`config.mk`:
```
export PLATFORM = sky130hd
export DESIGN_NAME = nibble_serial_adder
export DESIGN_NICKNAME = d
export VERILOG_FILES = /design/src/rtl/carryselect_pkg.sv /design/src/rtl/cs_slice4.sv /design/src/rtl/nibble_serial_adder.sv
export SDC_FILE = /design/constraint.sdc
export NUM_CORES = 1
export LEC_CHECK = 0
export CAP_MARGIN = 20
export CORE_MARGIN = 2
export CORE_UTILIZATION = 41
export DETAILED_ROUTE_END_ITERATION = 8
export MAX_ROUTING_LAYER = met4
export PLACE_DENSITY = 0.69
export SETUP_SLACK_MARGIN = 0.02
export SLEW_MARGIN = 20
export SYNTH_ARGS = -nofsm -noshare
export SYNTH_HDL_FRONTEND = slang
export SYNTH_SLANG_ARGS = --single-unit
```
`constraint.sdc`:
```
create_clock -name clk -period 6.3 [get_ports clk]
set_input_delay 1.26 -clock clk [delete_from_list [all_inputs] [get_ports clk]]
set_output_delay 1.26 -clock clk [all_outputs]
set_load 0.05 [all_outputs]
```
`src/rtl/carryselect_pkg.sv`:
```
// Shared definitions for the carry-select datapath: slice width, FSM encoding
// and a helper that sizes the nibble counter.
package carryselect_pkg;

  localparam int SLICE_W = 4;

  typedef enum logic [1:0] {
    IDLE = 2'd0,
    ADD  = 2'd1,
    DONE = 2'd2
  } state_e;

  function automatic int cnt_width(input int nibbles);
    return (nibbles > 1) ? $clog2(nibbles) : 1;
  endfunction

endpackage

```
`src/rtl/cs_slice4.sv`:
```
// Combinational 4-bit carry-select slice: both ripple sums are formed up front
// and the incoming carry only drives the final mux.
module cs_slice4
  import carryselect_pkg::*;
(
  input  logic [SLICE_W-1:0] a,
  input  logic [SLICE_W-1:0] b,
  input  logic               c_in,
  output logic [SLICE_W-1:0] s,
  output logic               c_out
);

  logic [SLICE_W-1:0] s0, s1;
  logic [SLICE_W:0]   c0, c1;

  // NOTE: combinational blocks use blocking '=' so each bit sees the carry
  // computed just above it; only clocked blocks use '<='.
  always_comb begin
    s0    = '0;
    s1    = '0;
    c0    = '0;
    c1    = '0;
    c1[0] = 1'b1;
    for (int i = 0; i < SLICE_W; i++) begin
      s0[i]   = a[i] ^ b[i] ^ c0[i];
      c0[i+1] = (a[i] & b[i]) | (c0[i] & (a[i] ^ b[i]));
      s1[i]   = a[i] ^ b[i] ^ c1[i];
      c1[i+1] = (a[i] & b[i]) | (c1[i] & (a[i] ^ b[i]));
    end
  end

  assign s     = c_in ? s1 : s0;
  assign c_out = c_in ? c1[SLICE_W] : c0[SLICE_W];

endmodule

```
`src/rtl/nibble_serial_adder.sv`:
```
// WIDTH-bit adder built from one 4-bit carry-select slice reused once per
// nibble, with a registered carry chain and a valid/ready wrapper.
module nibble_serial_adder
  import carryselect_pkg::*;
#(
  parameter int WIDTH = 16
) (
  input  logic             clk,
  input  logic             rst,
  input  logic             in_valid,
  output logic             in_ready,
  input  logic [WIDTH-1:0] a,
  input  logic [WIDTH-1:0] b,
  input  logic             cin,
  output logic             out_valid,
  input  logic             out_ready,
  output logic [WIDTH-1:0] sum,
  output logic             cout
);

  localparam int NIBBLES = WIDTH / SLICE_W;
  localparam int CNT_W   = cnt_width(NIBBLES);
  localparam logic [CNT_W-1:0] LAST_NIB = CNT_W'(NIBBLES - 1);

  state_e             state_q, state_d;
  logic [CNT_W-1:0]   cnt_q, cnt_d;
  logic               carry_q, carry_d;
  logic [WIDTH-1:0]   a_q, a_d;
  logic [WIDTH-1:0]   b_q, b_d;
  logic [WIDTH-1:0]   sum_q, sum_d;
  logic               cout_q, cout_d;

  logic [SLICE_W-1:0] slice_a, slice_b, slice_s;
  logic               slice_c;
  logic               last_nib;

  assign slice_a  = a_q[cnt_q*SLICE_W +: SLICE_W];
  assign slice_b  = b_q[cnt_q*SLICE_W +: SLICE_W];
  assign last_nib = (cnt_q == LAST_NIB);

  cs_slice4 u_slice (
    .a     (slice_a),
    .b     (slice_b),
    .c_in  (carry_q),
    .s     (slice_s),
    .c_out (slice_c)
  );

  always_ff @(posedge clk or posedge rst) begin
    if (rst) state_q <= IDLE;
    else     state_q <= state_d;
  end

  // The unused encoding 2'd3 falls into default and recovers to IDLE.
  always_comb begin
    state_d = state_q;
    case (state_q)
      IDLE:    if (in_valid) state_d = ADD;
      ADD:     if (last_nib) state_d = DONE;
      DONE:    if (out_ready) state_d = IDLE;
      default: state_d = IDLE;
    endcase
  end

  always_comb begin
    in_ready  = (state_q == IDLE);
    out_valid = (state_q == DONE);
  end

  // NOTE: every _d takes its hold value first, so no branch can leave a latch.
  always_comb begin
    cnt_d   = cnt_q;
    carry_d = carry_q;
    a_d     = a_q;
    b_d     = b_q;
    sum_d   = sum_q;
    cout_d  = cout_q;
    case (state_q)
      IDLE: begin
        if (in_valid) begin
          a_d     = a;
          b_d     = b;
          carry_d = cin;
          cnt_d   = '0;
        end
      end
      ADD: begin
        sum_d[cnt_q*SLICE_W +: SLICE_W] = slice_s;
        carry_d = slice_c;
        if (last_nib) cout_d = slice_c;
        else          cnt_d  = cnt_q + 1'b1;
      end
      default: ;
    endcase
  end

  always_ff @(posedge clk or posedge rst) begin
    if (rst) begin
      cnt_q   <= '0;
      carry_q <= 1'b0;
      a_q     <= '0;
      b_q     <= '0;
      sum_q   <= '0;
      cout_q  <= 1'b0;
    end else begin
      cnt_q   <= cnt_d;
      carry_q <= carry_d;
      a_q     <= a_d;
      b_q     <= b_d;
      sum_q   <= sum_d;
      cout_q  <= cout_d;
    end
  end

  assign sum  = sum_q;
  assign cout = cout_q;

endmodule

```
==> summary.txt <==
GRT Resource Usage Total: 14.2%
# diodes: 0
FFs w/ async S/R, synth: 100%
reg2reg end: sum[3]
PortBufs: 55
Residual DRC: 0
share of cells above drive strength 1: 24.2%
synth-to-layout area growth: 24.4%
Post-Syn Area per Cell: 15.2 um^2
Final setup viols: 0
Synth top area share: 50.5%
Hold Fails Final Rpt: 0
via count: 1581
Post-Route WL: 4.68 mm
first-pass GRT wire length: 7.89 mm
crit path launch type: flip-flop
GRT overflow: 0
worst rel slew slack: 53.0%
total CTS buffers: 5
Hold Buf Count CTS: 0
Seq/Total Area, Yosys: 50.5%
worst clock skew: 0.00681 ns
Crit Path Class: reg -> reg
crit-path max cell delay: 0.81 ns
Synth Cell Area: 2680 um^2
status: finished clean
multi-input gate area in the final layout: 1190 um^2
antenna violation net count after detailed routing: 0
Die X: 84.8 um
Reg area: 1350 um^2
RSZ-0062 raised after global routing: false
Die ar.: 7190 um^2
initial antenna violation count: 0
Nets: 280
wire per inst: 15.2 um
CP Cell Sequence: mux4_2, ha_1, nor2_1, a21oi_1, fa_1, inv_1, fa_1, inv_1, fa_1, a22o_1
Clock Sinks: 54
reg-to-reg startpoint: cnt_q[0]
CP max-delay cell: dfrtp_1
hold path start: sum[4]
hold-critical path depth: 2
Worst EP required: 6.49 ns
Root Buffer: clkbuf_8
postcts setup bufs: 0
#FFs+latches synth: 54
most used cell, CP: fa_1
Power Density: 550 nW/um^2
chip height: 84.8 um
Setup TNS: 0 ns
Leak: 1.48 nW
clock-pin slew on the worst setup and hold paths: 0.09 ns
count leader, synth: dfrtp_1
Resize count post-CTS: 0
hold endpoint: sum[4]
Pre-antenna DRT Iters: 4
Synth cell types: 31
GPL Wtd Cong: 0.732
Worst-Margin Slew: 0.705 ns
H-tree levels: 2
fill cell count: 579
crit path time final: 3.24 ns
Final Max Tran Viols: 0
dpl hpwl: 3.48 mm
CP Capture Type: flip-flop
clock tree from TritonCTS: built
maximum clock path buffer count: 2
crit share post-route: 51.5%
I/O pins: 56
Syn Inst Count: 176
WP buf/inv: 2
Area contributors post-synth: dfrtp_1 50%, mux2_4 16%, mux4_2 6.7%, a22o_1 5.6%, ha_1 3.7%
Crit path max-delay family: adder cells
largest net degree at the start of global routing: 55
most common flop cell mapped by yosys: dfrtp_1
Max-Cap Viols: 0
vias in the first global route: 1554
Initial Util: 42.4%
Max Clk Rate: 308 MHz
DR iter-0 viols: 45
Core Region: 6310 um^2
crit-path max FO: 15
Commonest cells post-synth: 54 x dfrtp_1, 29 x mux2_4, 17 x a22o_1, 13 x inv_1
Synth area leader: dfrtp_1
via/cell ratio: 5.13
worst IR drop on VDD: 0.316 mV
CP arrival: 3.43 ns
slack of the worst reg-to-reg path: 3.06 ns
worst min-delay path category: reg -> reg
worst r2r path cells: 10
Post-synth EDFFs: 0
Clock Latency Late Sink: 0.30 ns
Yosys Warn Count: 0
# rows: 29
Final Util: 52.7%
Synth Net Count: 224
metrics by stage:
stage          total power [mW]  hold slack (ns)  worst slack (ns)  area (um^2)  cells
5_1_grt                    1.96            0.529              2.82         3330    308
3_3_place_gp               1.65            0.474              3.08         3250    302
4_1_cts                    1.86            0.500              3.00         3330    308
3_5_place_dp               1.67            0.480              3.02         3250    302
6_report                   1.83            0.492              3.06         3330    308
2_1_floorplan              1.43            0.475              3.34         2680    176
layout by cell type, fill, tap and decap left out, drive strengths merged, types with 2 or more instances in the layout:
cell type,synthesis,final
a21oi,3,3
nor2,5,5
or3b,2,2
inv,13,13
nand2,4,4
ha,8,8
clkbuf,1,6
nand3b,4,4
o31ai,2,2
clkdlybuf4s50,0,55
a22o,17,17
dfrtp,54,54
mux4,8,8
fa,3,3
mux2,34,34
logic make-up after synthesis:
logic type                 Yosys count  synth area share, %
DFF                                 54                 50.5
muxes                               42                 25.1
AOI/OAI and AO/OA                   25                 7.43
and+or+nand+nor                     22                 5.33
buffers and inverters               20                 5.00
adders and majority gates           11                 5.98
xor gates and xnor gates             2                0.655
per-layer routing:
metal | share of wire [%] | GRT usage (%) | up-vias | wire length [um]
met5 | 0 | - | - | 0
met4 | 1.1 | 3.03 | 0 | 53
met3 | 4.8 | 3.54 | 6 | 225
met2 | 46 | 20.8 | 45 | 2140
met1 | 48 | 20.1 | 785 | 2260
li1 | - | - | 745 | -
state kept, by name, indices dropped and copies added, names as in the netlist:
name / flops
a_q: 16
b_q: 16
sum: 16
cnt_q: 2
state_q: 2
carry_q: 1
cout: 1
tightest hold or removal path, stage by stage (launching register included):
cell and delay, ns:
dfrtp_1 0.36, nand2_1 0.05, o31ai_1 0.05
power by group:
| part | total [mW] | switching (mW) | internal [mW] |
|---|---|---|---|
| Clock | 0.186 | 0.101 | 0.0850 |
| Sequential | 0.634 | 0.132 | 0.502 |
| Combinational | 1.01 | 0.498 | 0.513 |
area by class of cell:
class                      instances  share of cell area (%)
sequential                        54                    40.6
timing repair buffer              56                    16.8
inverter                          13                    1.47
clock buffer                       6                    2.48
multi-input combinational        102                    35.8
tap                               77                    2.89
how the worst max path moves through the flow:
| stage | startpoint | slack [ns] | endpoint | cells after the start |
|---|---|---|---|---|
| floorplan | cnt_q[0] | 3.34 | sum[11] | 11 |
| global placement | cnt_q[0] | 3.08 | sum[7] | 10 |
| detailed placement | cnt_q[0] | 3.02 | sum[3] | 10 |
| CTS | cnt_q[0] | 3.00 | sum[3] | 10 |
| global route | cnt_q[0] | 2.82 | carry_q | 12 |
| finish | cnt_q[0] | 3.06 | sum[3] | 10 |
No activity file was read; power rests on OpenSTA's default activity.
